$ cat config.mk
export PLATFORM = sky130hd
export DESIGN_NAME = instruction_loader
export DESIGN_NICKNAME = d
export VERILOG_FILES = /design/src/rtl/loader_pkg.sv /design/src/rtl/instr_word_assembler.sv /design/src/rtl/instruction_loader.sv
export SDC_FILE = /design/constraint.sdc
export NUM_CORES = 1
export LEC_CHECK = 0
export BUFFER_PORTS_ARGS = -buffer_cell sky130_fd_sc_hd__buf_2
export CAP_MARGIN = 10
export CORE_UTILIZATION = 42
export CTS_CLUSTER_DIAMETER = 80
export DETAILED_ROUTE_END_ITERATION = 10
export SLEW_MARGIN = 20
export SYNTH_ARGS = -nofsm -noshare
export SYNTH_HDL_FRONTEND = slang
export SYNTH_SLANG_ARGS = --single-unit
$ cat constraint.sdc
create_clock -name clk_i -period 1.8 [get_ports clk_i]
set_input_delay 0.45 -clock clk_i [delete_from_list [all_inputs] [get_ports clk_i]]
set_output_delay 0.45 -clock clk_i [all_outputs]
set_load 0.005 [all_outputs]
$ cat src/rtl/loader_pkg.sv
// Shared types and constants for the instruction loader: FSM state encoding
// and the word/frame geometry of the load stream.
package loader_pkg;

   localparam int WORD_BYTES = 4;
   localparam int MAX_WORDS  = 64;
   localparam int INSTR_W    = 32;

   typedef enum logic [2:0] {
      ST_IDLE  = 3'd0,
      ST_LEN   = 3'd1,
      ST_DATA  = 3'd2,
      ST_WRITE = 3'd3,
      ST_CSUM  = 3'd4,
      ST_DONE  = 3'd5,
      ST_ERR   = 3'd6
   } state_t;

endpackage

$ cat src/rtl/instr_word_assembler.sv
// Packs little-endian stream bytes into a 32-bit instruction word; byte k of
// the word lands in bits [8k+7:8k].
module instr_word_assembler
   import loader_pkg::*;
(
   input  logic               clk_i,
   input  logic               rst_i,
   input  logic               clear_i,
   input  logic               shift_i,
   input  logic [7:0]         byte_i,
   output logic [INSTR_W-1:0] word_o,
   output logic               word_full_o,
   output logic               last_byte_o
);

   logic [INSTR_W-1:0] word_q, word_d;
   logic [1:0]         cnt_q, cnt_d;
   logic               full_q, full_d;

   always_comb begin
      word_d = word_q;
      cnt_d  = cnt_q;
      full_d = full_q;
      if (clear_i) begin
         word_d = '0;
         cnt_d  = '0;
         full_d = 1'b0;
      end else if (shift_i) begin
         word_d[{cnt_q, 3'b000} +: 8] = byte_i;
         cnt_d  = cnt_q + 2'd1;
         full_d = (cnt_q == 2'd3);
      end
   end

   always_ff @(posedge clk_i) begin
      if (rst_i) begin
         word_q <= '0;
         cnt_q  <= '0;
         full_q <= 1'b0;
      end else begin
         word_q <= word_d;
         cnt_q  <= cnt_d;
         full_q <= full_d;
      end
   end

   assign word_o      = word_q;
   assign word_full_o = full_q;
   assign last_byte_o = (cnt_q == 2'd3);

endmodule

$ cat src/rtl/instruction_loader.sv
// Receives a framed byte stream (length, instruction bytes, XOR checksum) and
// writes assembled words into instruction RAM while holding the core off.
module instruction_loader #(
   parameter int                ADDR_W    = 8,
   parameter logic [ADDR_W-1:0] BASE_ADDR = '0,
   parameter int                MAX_WORDS = loader_pkg::MAX_WORDS
) (
   input  logic              clk_i,
   input  logic              rst_i,
   input  logic              start_i,
   input  logic [7:0]        byte_i,
   input  logic              byte_valid_i,
   output logic              byte_ready_o,
   output logic              we_o,
   output logic [ADDR_W-1:0] waddr_o,
   output logic [31:0]       wdata_o,
   output logic              hold_o,
   output logic              busy_o,
   output logic              done_o,
   output logic              err_o,
   output logic [6:0]        words_o
);

   import loader_pkg::*;

   state_t              state_q, state_d;
   logic [7:0]          len_q, len_d;
   logic [6:0]          words_q, words_d;
   logic [7:0]          csum_q, csum_d;
   logic [ADDR_W-1:0]   waddr_q, waddr_d;
   logic [INSTR_W-1:0]  wdata_q, wdata_d;

   logic                asm_clear, asm_shift;
   logic [INSTR_W-1:0]  asm_word;
   logic                asm_full, asm_last;
   logic                xfer;
   logic [ADDR_W-1:0]   waddr_calc;

   instr_word_assembler u_asm (
      .clk_i       (clk_i),
      .rst_i       (rst_i),
      .clear_i     (asm_clear),
      .shift_i     (asm_shift),
      .byte_i      (byte_i),
      .word_o      (asm_word),
      .word_full_o (asm_full),
      .last_byte_o (asm_last)
   );

   assign byte_ready_o = (state_q == ST_LEN) || (state_q == ST_DATA) || (state_q == ST_CSUM);
   assign xfer         = byte_valid_i && byte_ready_o;
   assign waddr_calc   = BASE_ADDR + ADDR_W'({words_q, 2'b00});

   always_comb begin
      state_d   = state_q;
      len_d     = len_q;
      words_d   = words_q;
      csum_d    = csum_q;
      waddr_d   = waddr_q;
      wdata_d   = wdata_q;
      asm_clear = 1'b0;
      asm_shift = 1'b0;
      case (state_q)
         ST_IDLE, ST_DONE, ST_ERR: begin
            if (start_i) begin
               state_d   = ST_LEN;
               len_d     = '0;
               words_d   = '0;
               csum_d    = '0;
               asm_clear = 1'b1;
            end
         end
         ST_LEN: begin
            if (xfer) begin
               len_d = byte_i;
               if (int'(byte_i) > MAX_WORDS)
                  state_d = ST_ERR;
               else if (byte_i == 8'd0)
                  state_d = ST_CSUM;
               else
                  state_d = ST_DATA;
            end
         end
         ST_DATA: begin
            if (xfer) begin
               asm_shift = 1'b1;
               csum_d    = csum_q ^ byte_i;
               if (asm_last)
                  state_d = ST_WRITE;
            end
         end
         ST_WRITE: begin
            // Latch what is presented this cycle so the write port holds it afterwards.
            asm_clear = 1'b1;
            words_d   = words_q + 7'd1;
            waddr_d   = waddr_calc;
            wdata_d   = asm_word;
            state_d   = (({1'b0, words_q} + 8'd1) == len_q) ? ST_CSUM : ST_DATA;
         end
         ST_CSUM: begin
            if (xfer)
               state_d = (byte_i == csum_q) ? ST_DONE : ST_ERR;
         end
         default: state_d = ST_IDLE;
      endcase
   end

   always_ff @(posedge clk_i) begin
      if (rst_i) begin
         state_q <= ST_IDLE;
         len_q   <= '0;
         words_q <= '0;
         csum_q  <= '0;
         waddr_q <= '0;
         wdata_q <= '0;
      end else begin
         state_q <= state_d;
         len_q   <= len_d;
         words_q <= words_d;
         csum_q  <= csum_d;
         waddr_q <= waddr_d;
         wdata_q <= wdata_d;
      end
   end

   assign we_o    = (state_q == ST_WRITE) && asm_full;
   assign waddr_o = (state_q == ST_WRITE) ? waddr_calc : waddr_q;
   assign wdata_o = (state_q == ST_WRITE) ? asm_word : wdata_q;
   assign busy_o  = (state_q == ST_LEN) || (state_q == ST_DATA) ||
                    (state_q == ST_WRITE) || (state_q == ST_CSUM);
   assign hold_o  = busy_o || (state_q == ST_ERR);
   assign done_o  = (state_q == ST_DONE);
   assign err_o   = (state_q == ST_ERR);
   assign words_o = words_q;

endmodule

# Word level (Yosys, flattened, before mapping)
# Cells that the tools add are included.
# word_totals
regBits	101
out_inout_bits	53
elab_cells	73
# op_classes
addsub	4
mux	24
n_reduce_logical	18
bitwise	1
shifts	2
magnitude_cmp	1
eq_ne	14
# op_table
operator	count
$bwmux W32	1
$mux W32	1
$mux W8	4
$pmux W8 S2	2
$shift A8 B7 Y32 const A	1
$shiftx A8 B7 Y32	1
$mux W3	8
$eq A8 B8 Y1	2
$pmux W3 S5	1
$pmux W7 S2	1
$ne A2 B2 Y1 const B	5
$eq A3 B3 Y1 const B	3
$add A7 B1 Y8 const B	1
$gt A8 B7 Y1 const B	1
$logic_not A8 Y1	1
$xor A8 B8 Y8	1
$add A7 B1 Y7 const B	1
$mux W7	1
$neg A5 Y7	1
$eq A3 B2 Y1 const B	2
$reduce_and A3 Y1	2
$reduce_bool A2 Y1	3
$logic_or A1 B1 Y1	5
$reduce_and A5 Y1	1
11 further kinds	14

# Logic depth before layout (Yosys ltp)
# logic_depth
ltp_word	6
ltp_mapped	9
ltp_nobuf	6

# By module
# A second synthesis with hierarchy kept.
# unflattened
hier_cells	588
hier_area_um2	4705.8
# by_module_without_submodules
mod	seq_area_each_um2	instances	cells_each	area_per_inst_um2
instruction_loader	1321.3	1	429	3289.4
instr_word_assembler	700.7	1	159	1416.4

# Least setup slack after synthesis
# No wires, ideal clock.
# synth_timing
kind	input port to flip-flop
from	in byte_i[2]
to	reg state_q[2]
setup_slack_ns	-0.033
t_arrival_ns	1.717
path_stages	6
cell_sequence	buf_6 -> or4_4 -> nor3_2 -> mux2i_1 -> a41o_1 -> a31o_1
# synth_via
elab_chain_cells	5
# synth_rtl
item	line	rtl
start: declaration	instruction_loader.sv:11	input logic [7:0] byte_i,
parallel branches: the longest is 2 deep, another holds $gt A8 B7 Y1	n/a	
$mux W3 (*)	instruction_loader.sv:76	if (int'(byte_i) > MAX_WORDS)
$mux W3 (*)	instruction_loader.sv:74	if (xfer) begin
$pmux W3 S5 (*)	instruction_loader.sv:63	case (state_q)
end signal: assignment	instruction_loader.sv:117	state_q <= state_d;
end: declaration	instruction_loader.sv:26	state_t state_q, state_d;
# Mark *: on every way between the ends. The select of a mux whose other input is x is not followed.
# A chain may end at the register's enable or synchronous reset.

# Final worst setup path
# layout_timing
from	reg state_q[0]
to	out hold_o
# layout_via
elab_chain_cells	5
# layout_rtl
item	line	rtl
$eq A3 B1 Y1 / $eq A3 B2 Y1 (equally long branches)	instruction_loader.sv:129	assign busy_o = (state_q == ST_LEN) || (state_q == ST_DATA) ||
$logic_or A1 B1 Y1 (2 in series)	instruction_loader.sv:129	
$logic_or A1 B1 Y1	instruction_loader.sv:130	(state_q == ST_WRITE) || (state_q == ST_CSUM);
$logic_or A1 B1 Y1 (*)	instruction_loader.sv:131	assign hold_o = busy_o || (state_q == ST_ERR);
end: declaration	instruction_loader.sv:17	output logic hold_o,
# Every way passes the cells marked *; elsewhere a longest branch is shown, timed or not.

==> flow_metrics.tcl <==
set metrics [dict create \
    synth_ff_type "dfxtp_1" \
    cellPowerDensity_nw_per_um2 1030 \
    post_route_drc 0 \
    design.final.nets 729 \
    mappedNetlistNets 622 \
    global_route.usage.total_pct 21.2 \
    grt_max_degree 36 \
    synth.cells.most_frequent "nand2_1 (166), dfxtp_1 (101), a21oi_1 (60)" \
    yosysSeqAreaShare_pct 42.4 \
    post-route-min-period_ps 2070 \
    critPathMaxFanout 6 \
    violations "negative setup slack" \
    max_freq_mhz 483 \
    syn_avg_cell_area_um2 7.90 \
    max_cap_violations 0 \
    timing.setup.critical_path_class "flip-flop to output pin" \
    power.ir.vdd_worst_mv 0.661 \
    drt_pass1_iterations 4 \
    chip_width_um 109 \
    cpPeakStageDelay_ps 370 \
    setup_ws_ps -271 \
    fin_cells 855 \
    slew_worst_pin_ps 381 \
    cell_leakage_power_nw 2.69 \
    dr_total_vias 4485 \
    clock_tree.buffer_depth 2 \
    die_area_um2 11800 \
    synth_enable_flop_cells 0 \
    slew_headroom_pct 74.6 \
    drt-wirelength-per-cell_um 15.5 \
    clock_sinks 101 \
    io_pins 65 \
    antenna_found_initial 0 \
    initial_core_util_pct 43.6 \
    setup_violations 79 \
    vias_per_cell 5.25 \
    path_clk_slew_ps 60 \
    startpoint_type "flip-flop" \
    numPortBuffers 64 \
    fp.dieH_um 109 \
    postSynthRegisterBits 101 \
    timing_max_transition_violations_final 0 \
    synthDominantCellAreaShare_pct 42.4 \
    critical_path_required_ps 1350 \
    insertion_delay_ps 340 \
    synth_cell_type_count 54 \
    worstSetupEndpointType "output pin" \
    yosys_warnings 0 \
    syn_to_final_growth_pct 32.9 \
    syn-instance-count 603 \
    cts_root_buf "clkbuf_16" \
    period_share_pct 115 \
    rows 38 \
    wirelength_um 13200 \
    synth_most_common_cell "nand2_1" \
    placeableCoreArea_um2 10900 \
    synthTopCellsByArea "dfxtp_1 (42%), nand2_1 (13%), a21oi_1 (6.3%)" \
    dpl.hpwl_um 7920 \
    timing.critical_path.cells "nor3b_4, buf_6, clkbuf_16, or3_1, buf_2" \
    grt_pass1_vias 4088 \
    worstHoldPathType "flip-flop to flip-flop" \
    drive_gt1_share_pct 30.5 \
    antenna-diode-count 0 \
    dpl.cell_count 809 \
    grt_first_pass_wirelength_um 19400 \
    grt_setup_unrepaired "true" \
    arrival_ps 1620 \
    tritoncts "yes" \
    cts_hold_buf 0 \
    detail_route.iter0.violations 230 \
    post_synth_instance_area_um2 4760 \
    final_hold_viol_count 0 \
    power_mw 6.51 \
    synth_async_sr_flop_share_pct 0 \
    grt-ovfl-total 0 \
    cts_made_buffers 9 \
    run_status "finished with violations" \
    timing.clock.skew_ps 3.89 \
    critical_path_slowest_stage_cell "dfxtp_4" \
    synth_largest_area_cell "dfxtp_1" \
    r2r_setup_slack_ps -70 \
    final_antenna_net_count 0 \
    clock_tree.htree_level_count 3 \
    globalplace.congestion 0.829 \
]
## final timing paths
kind / start / to / cells after the start
worst min register to register: u_asm.word_o[28] / u_asm.word_o[28] / 2
worst min-delay path: u_asm.word_o[28] / u_asm.word_o[28] / 2
worst max register to register: state_q[0] / u_asm.word_o[9] / 9
worst max-delay path: state_q[0] / hold_o / 5
## power by group
group	internal, mW	total, mW	switching, mW
logic	1.03	2.07	1.04
registers	2.32	2.42	0.0989
clock network	1.20	2.03	0.826
## flip-flops by register name, summed over array words and instances (netlist names)
name and cells:
u_asm.word_o 32, csum_q 8, waddr_q 8, words_o 7
state_q 3, len_q 8, u_asm.word_full_o 1, wdata_q 32
u_asm.cnt_q 2
## layout make-up
type                    instances  area [um^2]
multi-input cells             454         2660
well taps                     140          175
fillers                       998         4600
clock buffers                  14          274
inverters                       5         21.3
flip-flops and latches        101         2030
clock inverters                 2         38.8
repair buffers                139         1130
## critical path: cells and delay by family (launching register included)
family        cells  cell delay (ps)
buf+inv           3              400
flops             1              370
simple gates      2              510
## stage by stage
stage	setup TNS (ps)	cell area, um^2	hold slack [ps]	util [%]	setup slack [ps]
6_report	-10410	6330	452	57.9	-271
3_5_place_dp	-362	5380	447	49.2	-117
3_3_place_gp	-385	5380	445	49.2	-76.0
4_1_cts	-8030	5820	457	53.3	-232
5_1_grt	-16520	6330	477	57.9	-335
2_1_floorplan	-23.8	4770	432	-	-23.8
## cell usage in the layout, fill, tap and decap left out, types with 3 or more instances in the layout
master,Yosys,routed
o21ai_0,20,11
a21oi_1,60,43
or3_1,7,7
a21oi_4,1,3
buf_6,7,17
nor3_1,7,6
a21oi_2,0,15
nand2_1,166,153
nand3b_1,18,18
nor2_1,19,17
and2_4,1,3
xnor2_1,7,6
nand3_1,35,35
o21ai_1,0,8
dfxtp_1,101,98
dfxtp_4,0,3
xor2_1,11,11
inv_1,5,4
clkbuf_16,0,15
nor2b_1,44,43
buf_12,0,5
nand2_2,0,13
a22oi_2,1,3
and2_2,0,3
buf_2,11,61
buf_4,9,49
ha_1,7,6
mux2i_1,3,3
nor3b_2,3,3
clkbuf_8,0,3
## cells by family (layout without fill, tap and decap cells)
logic type | count (synthesis) | count (layout) | share of synthesized area, %
AOI/OAI and AO/OA | 98 | 99 | 11.8
and+or+nand+nor | 326 | 326 | 33.6
adders and majority gates | 7 | 7 | 1.84
muxes | 4 | 4 | 1.10
buffers and inverters | 49 | 160 | 5.96
xor gates and xnor gates | 18 | 18 | 3.31
DFF | 101 | 101 | 42.4
## layer usage
layer  part of all wire [%]  routed length (um)  up-vias  GRT usage, %
met2                     47                6200      118          35.6
met4                    2.4                 321        0          8.20
met5                      0                   0        -             0
li1                       -                   -     2226             -
met1                     46                6110     2116          26.6
met3                    4.4                 586       25          4.22
## repair_timing
item,4_1_cts,5_1_grt
setup buffers,4,17
pin swaps,0,10
cloned,2,11
setup endpoints to repair,61,96
resized for setup,30,72
No activity file was read; power rests on OpenSTA's default activity.
